**config.mk**
```make
export PLATFORM = sky130hd
export DESIGN_NAME = dds
export DESIGN_NICKNAME = d
export VERILOG_FILES = /design/src/rtl/dds.sv
export SDC_FILE = /design/constraint.sdc
export NUM_CORES = 1
export LEC_CHECK = 0
export CAP_MARGIN = 30
export CORE_ASPECT_RATIO = 0.7
export CORE_MARGIN = 1
export CORE_UTILIZATION = 45
export DETAILED_ROUTE_END_ITERATION = 10
export PLACE_DENSITY = 0.67
export REMOVE_ABC_BUFFERS = 1
export SLEW_MARGIN = 20
export SYNTH_ARGS = -nofsm -noshare
export SYNTH_HDL_FRONTEND = slang
export SYNTH_SLANG_ARGS = --single-unit
```
**constraint.sdc**
```tcl
create_clock -name clk -period 3.8 [get_ports clk]
set_input_delay 1.14 -clock clk [delete_from_list [all_inputs] [get_ports clk]]
set_output_delay 1.14 -clock clk [all_outputs]
set_load 0.05 [all_outputs]
```
**src/rtl/dds.sv**
```systemverilog
// dds: free-running phase accumulator feeding a sine lookup, registered 8-bit offset-binary sample.
// Build option DDS_FULL_LUT_EN selects a 256-entry full-cycle table instead of quarter-wave folding.
module dds #(
  parameter int unsigned PHASE_W = 16,
  parameter logic [31:0] FTW     = 32'd1024
) (
  input  logic       clk,
  input  logic       rst,
  output logic [7:0] Magnitude
);

  logic [PHASE_W-1:0] phase;
  logic [7:0]         index;
  logic [7:0]         sample;

  // Top 8 phase bits address the table; lower bits are simply truncated.
  assign index = phase[PHASE_W-1 -: 8];

  // round(127 * sin(2*pi*k/256)) for k = 0..64
  function automatic logic [6:0] quarter(input logic [6:0] k);
    logic [6:0] q;
    case (k)
      7'd0:  q = 7'd0;   7'd1:  q = 7'd3;   7'd2:  q = 7'd6;   7'd3:  q = 7'd9;
      7'd4:  q = 7'd12;  7'd5:  q = 7'd16;  7'd6:  q = 7'd19;  7'd7:  q = 7'd22;
      7'd8:  q = 7'd25;  7'd9:  q = 7'd28;  7'd10: q = 7'd31;  7'd11: q = 7'd34;
      7'd12: q = 7'd37;  7'd13: q = 7'd40;  7'd14: q = 7'd43;  7'd15: q = 7'd46;
      7'd16: q = 7'd49;  7'd17: q = 7'd51;  7'd18: q = 7'd54;  7'd19: q = 7'd57;
      7'd20: q = 7'd60;  7'd21: q = 7'd63;  7'd22: q = 7'd65;  7'd23: q = 7'd68;
      7'd24: q = 7'd71;  7'd25: q = 7'd73;  7'd26: q = 7'd76;  7'd27: q = 7'd78;
      7'd28: q = 7'd81;  7'd29: q = 7'd83;  7'd30: q = 7'd85;  7'd31: q = 7'd88;
      7'd32: q = 7'd90;  7'd33: q = 7'd92;  7'd34: q = 7'd94;  7'd35: q = 7'd96;
      7'd36: q = 7'd98;  7'd37: q = 7'd100; 7'd38: q = 7'd102; 7'd39: q = 7'd104;
      7'd40: q = 7'd106; 7'd41: q = 7'd107; 7'd42: q = 7'd109; 7'd43: q = 7'd111;
      7'd44: q = 7'd112; 7'd45: q = 7'd113; 7'd46: q = 7'd115; 7'd47: q = 7'd116;
      7'd48: q = 7'd117; 7'd49: q = 7'd118; 7'd50: q = 7'd120; 7'd51: q = 7'd121;
      7'd52: q = 7'd122; 7'd53: q = 7'd122; 7'd54: q = 7'd123; 7'd55: q = 7'd124;
      7'd56: q = 7'd125; 7'd57: q = 7'd125; 7'd58: q = 7'd126; 7'd59: q = 7'd126;
      7'd60: q = 7'd126; 7'd61: q = 7'd127; 7'd62: q = 7'd127; 7'd63: q = 7'd127;
      7'd64: q = 7'd127;
      default: q = 7'd0;
    endcase
    return q;
  endfunction

  // Second and fourth quadrants mirror the table; the upper half is negated around midscale.
  function automatic logic [7:0] fold(input logic [7:0] i);
    logic [6:0] k;
    logic [6:0] q;
    k = i[6] ? (7'd64 - {1'b0, i[5:0]}) : {1'b0, i[5:0]};
    q = quarter(k);
    return i[7] ? (8'd128 - {1'b0, q}) : (8'd128 + {1'b0, q});
  endfunction

`ifdef DDS_FULL_LUT_EN
  logic [7:0] full_lut [256];

  for (genvar g = 0; g < 256; g++) begin : g_lut
    assign full_lut[g] = fold(8'(g));
  end

  assign sample = full_lut[index];
`else
  assign sample = fold(index);
`endif

  always_ff @(posedge clk or posedge rst) begin
    if (rst) begin
      phase     <= '0;
      Magnitude <= 8'd128;
    end else begin
      phase     <= phase + FTW[PHASE_W-1:0];
      Magnitude <= sample;
    end
  end

endmodule

```
# Word level (Yosys, flattened, before mapping)
# Memory sizes are Yosys's and may differ from the RTL's.
# Index checks and enable logic that the tools add are counted.
[classes]
addsub = 4
muxes = 2
[ops]
columns = ["op", "n"]
rows = [
  ["$add 16x11->16 const B", 1],
  ["$add 8x7->8 const A", 1],
  ["$mux 8", 1],
  ["$sub 8x7->8 const A", 1],
  ["$mux 7", 1],
  ["$sub 7x6->7 const A", 1],
]
[totals]
ff_bits = 24
rom_bits = 896
inputBits = 2
output_inout_bits = 8
wordCells = 9
n_memories = 1
[mem_list]
columns = ["memory", "words", "width", "read_ports", "rd_ports_with_merged_regs", "wr", "line", "text"]
rows = [
  ["(no name shown)", 128, 7, 1, 0, 0, "22", "case (k)"],
]

# Depth between registers and ports, before layout
# An unclocked memory read counts as a cell.
[logic_depth]
depth_word = 5
ltp_mapped = 13
ltp_nobuf = 13

# Least setup slack after synthesis
# OpenSTA, ideal clock, no wires.
[synth_path]
path_kind = "reg2reg"
from = "register phase[10]"
to = "register Magnitude[6]"
setup_ns = 0.079
arrival_time_ns = 3.107
t_required_ns = 3.721
slack_ns = 0.614
stages_incl_launch_ff = 14
n_path_buf = 0
synth_period_minus_slack_ns = 3.186
path_cell_list = "dfrtp_1 > inv_1 > ha_1 > mux2i_1 > inv_1 > ha_1 > o22ai_1 > a222oi_1 > or3_1 > inv_1 > ha_1 > o31ai_1 > o41ai_1 > xor2_1"
[synth_between]
elab_chain_len = 5
word_cells_on_any_way = 6
classes_between = "3 x add/sub; 2 x mux; 1 x memory"
[synth_rtl]
columns = ["element", "line", "text"]
rows = [
  ["from (decl)", "12", "logic [PHASE_W-1:0] phase;"],
  ["from (signal assigned)", "71", "phase <= phase + FTW[PHASE_W-1:0];"],
  ["$sub 7x6->7", "49", "k = i[6] ? (7'd64 - {1'b0, i[5:0]}) : {1'b0, i[5:0]};"],
  ["$mux 7 (*)", "49", ""],
  ["$mem_v2 128x7 (*)", "--", ""],
  ["$add 8x7->8 / $sub 8x7->8 (equally long branches)", "51", "return i[7] ? (8'd128 - {1'b0, q}) : (8'd128 + {1'b0, q});"],
  ["$mux 8 (*)", "51", ""],
  ["via sample[6]", "14", "logic [7:0] sample;"],
  ["to (signal assigned)", "72", "Magnitude <= sample;"],
  ["to (decl)", "9", "output logic [7:0] Magnitude"],
]
# Mark *: on every way through the listed nets, which the timed path passes. The rest lies on a longest branch.

# Final worst setup path
[layout_path]
from = "register phase[11]"
to = "register Magnitude[6]"
# Same word-level chain as after synthesis.

==> impl_metrics.py <==
metrics = {
    "global_route": {
        "top_usage_layer": "met1",
        "grt_use_met3_pct": 5.37,
        "grt_pass1_vias": 839,
        "grt_max_degree": 17,
        "use_met1_pct": 36.4,
        "met2_usage_pct": 26.7,
        "gr-usage-all-layers_pct": 21.6,
        "antenna_found_initial": 0,
        "overflow": 0,
        "grt_pass1_wl_um": 4150,
    },
    "clocking": {
        "cts.clk_slew.worst_paths_ns": 0.08,
        "cts_buffers": 3,
        "clock_sinks": 14,
        "cts_hold_buf": 0,
        "clk_latency_ns": 0.28,
        "cts_tree": "built",
        "cts-root-buf": "clkbuf_4",
        "post_cts_buffers": 0,
        "cts.repair.resized": 0,
        "htreeDepth": 1,
        "clk_path_buf_depth": 2,
    },
    "logic_synthesis": {
        "synth_top_area_cell": "dfrtp_1",
        "syn_area_per_cell_um2": 9.62,
        "synth_area_mm2": 0.00111,
        "ys_async_sr_fraction_pct": 100,
        "synthCells": 115,
        "synth_most_common_cell": "dfrtp_1",
        "ys_seq_area_share_pct": 31.8,
        "synth_warnings": 0,
        "synthTopCellsByCount": "13 x dfrtp_1, 10 x inv_1, 9 x nor2_1",
        "synth_seq_cells": 14,
        "synth.top_cell.area_share_pct": 29.4,
        "yosysUniqueCellTypes": 49,
        "synth-main-ff-cell": "dfrtp_1",
        "synthTopCellsByArea": "dfrtp_1 29%, ha_1 9.0%, xnor2_1 4.8%, xor2_1 4.0%, inv_1 3.4%",
        "synth-edff-count": 0,
    },
    "sta": {
        "finalMaxSlewViolations": 0,
        "period_minus_slack_ns": 3.49,
        "hold_ws_ns": 0.619,
        "rsz0062_at_grt": "no",
        "slew_headroom_pct": 60.8,
        "skew_ns": 0.00146,
        "tns_ns": 0,
        "hold_viol": 0,
        "finalCritPeriodShare_pct": 91.8,
        "setup_viol": 0,
        "fmax_mhz": 287,
        "tightest_slew_ns": 0.572,
    },
    "drt": {
        "drtAntennaViolNets": 0,
        "via_per_inst": 5.83,
        "drtPass1Iterations": 4,
        "route.detailed.drc": 0,
        "via_count": 927,
        "wl_per_cell_um": 15.3,
        "routed_wl_um": 2440,
        "drt_iter0_drc": 47,
    },
    "floorplan": {
        "start_util_pct": 49.7,
        "dieArea_mm2": 0.00266,
        "die_h_um": 43.5,
        "rows": 14,
        "ios": 10,
        "chipWidth_um": 61.3,
        "core_mm2": 0.00222,
    },
    "place": {
        "dp_cells": 155,
        "placed_cell_area_mm2": 0.00124,
        "numPortBuffers": 9,
        "place.gp.congestion": 0.846,
        "hpwl_um": 1850,
    },
    "setup_path": {
        "critPathKind": "reg -> reg",
        "worstPathRequired_ns": 4.01,
        "cp_num_buf_inv": 3,
        "cp_data_arrival_time_ns": 3.70,
        "cp_slowest_cell": "mux2i_1",
        "r2r_start": "phase[11]",
        "path_max_fanout": 6,
        "critical_path.top_delay_family": "compound AO/OA/AOI/OAI gates",
        "ff2ff_setup_slack_ns": 0.31,
        "crit_chain": "inv_1 > ha_1 > mux2i_1 > inv_1 > ha_1 > o22ai_1 > a222oi_1 > or3_1 > inv_1 > ha_1 > o31ai_1 > o41ai_1 > xor2_1",
        "start_kind": "flip-flop",
        "reg2reg_to": "Magnitude[6]",
        "worstRegToRegCells": 13,
        "critPathMaxStageDelay_ns": 0.48,
        "end_kind": "flip-flop",
    },
    "layout": {
        "design_area_mm2": 0.00127,
        "area_delta_synth_final_pct": 15.2,
        "nFillCells": 207,
        "layout-drive-gt1-share_pct": 16.5,
        "multi_input_area_um2": 681,
        "fin_util_pct": 57.3,
        "num_antenna_cells": 0,
        "final_nets": 138,
        "layout.cells.non_filler": 159,
        "regArea_um2": 352,
    },
    "power_and_ir_drop": {
        "p_leak_uw": 0.000588,
        "p_per_area_mw_per_mm2": 203,
        "peakVddDrop_mv": 0.0961,
    },
    "flow_run": {
        "cap_violations": 0,
    },
    "min_path": {
        "hold_depth": 1,
        "worstHoldPathType": "reg -> reg",
        "holdCritStartpoint": "phase[15]",
        "holdPathEnd": "Magnitude[7]",
    },
    "status": {
        "status": "completed",
    },
}
[flip-flops by register name (all words and copies together) (netlist names)]
register / count
Magnitude: 8
phase: 6
[layer usage]
metal,vias up,wire [um]
met5,-,0
met4,0,17
met3,2,135
met2,30,996
met1,453,1290
li1,442,-
[kinds of logic (layout without fill, tap and decap cells)]
family	after synthesis	count (layout)	synth area share [%]
AND/OR/NAND/NOR	33	33	17.4
AO/OA/AOI/OAI	29	29	22.1
buffers and inverters	16	28	6.68
flip-flops	14	14	31.8
XOR/XNOR	12	12	10.2
adder cells (fa/ha/maj)	8	8	9.05
multiplexers	3	3	2.83
[worst max-delay path by stage]
stage,start,endpoint,slack [ns],cells past startpoint
2_1_floorplan,phase[10],Magnitude[6],0.58,13
3_3_place_gp,phase[11],Magnitude[6],0.49,13
3_5_place_dp,phase[11],Magnitude[6],0.39,13
4_1_cts,phase[11],Magnitude[6],0.33,13
5_1_grt,phase[11],Magnitude[6],0.11,13
6_report,phase[11],Magnitude[6],0.31,13
[worst reg2reg max path, cell delays in order (launching register included)]
cell and delay, ns:
dfrtp_1 0.46, inv_1 0.09, ha_1 0.30, mux2i_1 0.48, inv_1 0.18, ha_1 0.26
o22ai_1 0.15, a222oi_1 0.11, or3_1 0.45, inv_1 0.09, ha_1 0.16, o31ai_1 0.10
o41ai_1 0.41, xor2_1 0.17
[layout by cell type (no fill, tap or decap), types with 2 or more instances in the layout]
cell type,instances
clkbuf_4,3
mux2i_1,2
o31ai_1,3
a221o_1,2
dfrtp_1,13
and3_2,2
nor4bb_1,2
or2b_1,2
ha_1,8
o22ai_1,2
xor2_1,5
inv_1,10
nand2_1,4
nor2_1,9
o21ai_0,4
xnor2_1,6
buf_4,5
nand3_1,3
a31oi_1,2
o41ai_1,2
clkdlybuf4s50_1,9
a211oi_2,2
[where the power goes]
part	internal (uW)	switching [uW]	leakage (uW)
logic	0.955	2.82	0.000394
registers	149	0	0.000173
clock network	58.3	47.7	0.0000210
[cell type report]
type                       count  area share [%]
timing repair buffer          14            10.0
tap                           32            3.14
sequential                    14            27.6
inverter                      10            2.95
clock buffer                   4            2.85
multi-input combinational     85            53.4
[metrics by stage]
step / setup WS [ns] / total power (uW)
5_1_grt: 0.111 / 273
3_5_place_dp: 0.387 / 156
4_1_cts: 0.333 / 261
2_1_floorplan: 0.581 / 154
6_report: 0.313 / 259
3_3_place_gp: 0.489 / 156
Power figures use the tool's default switching activity.
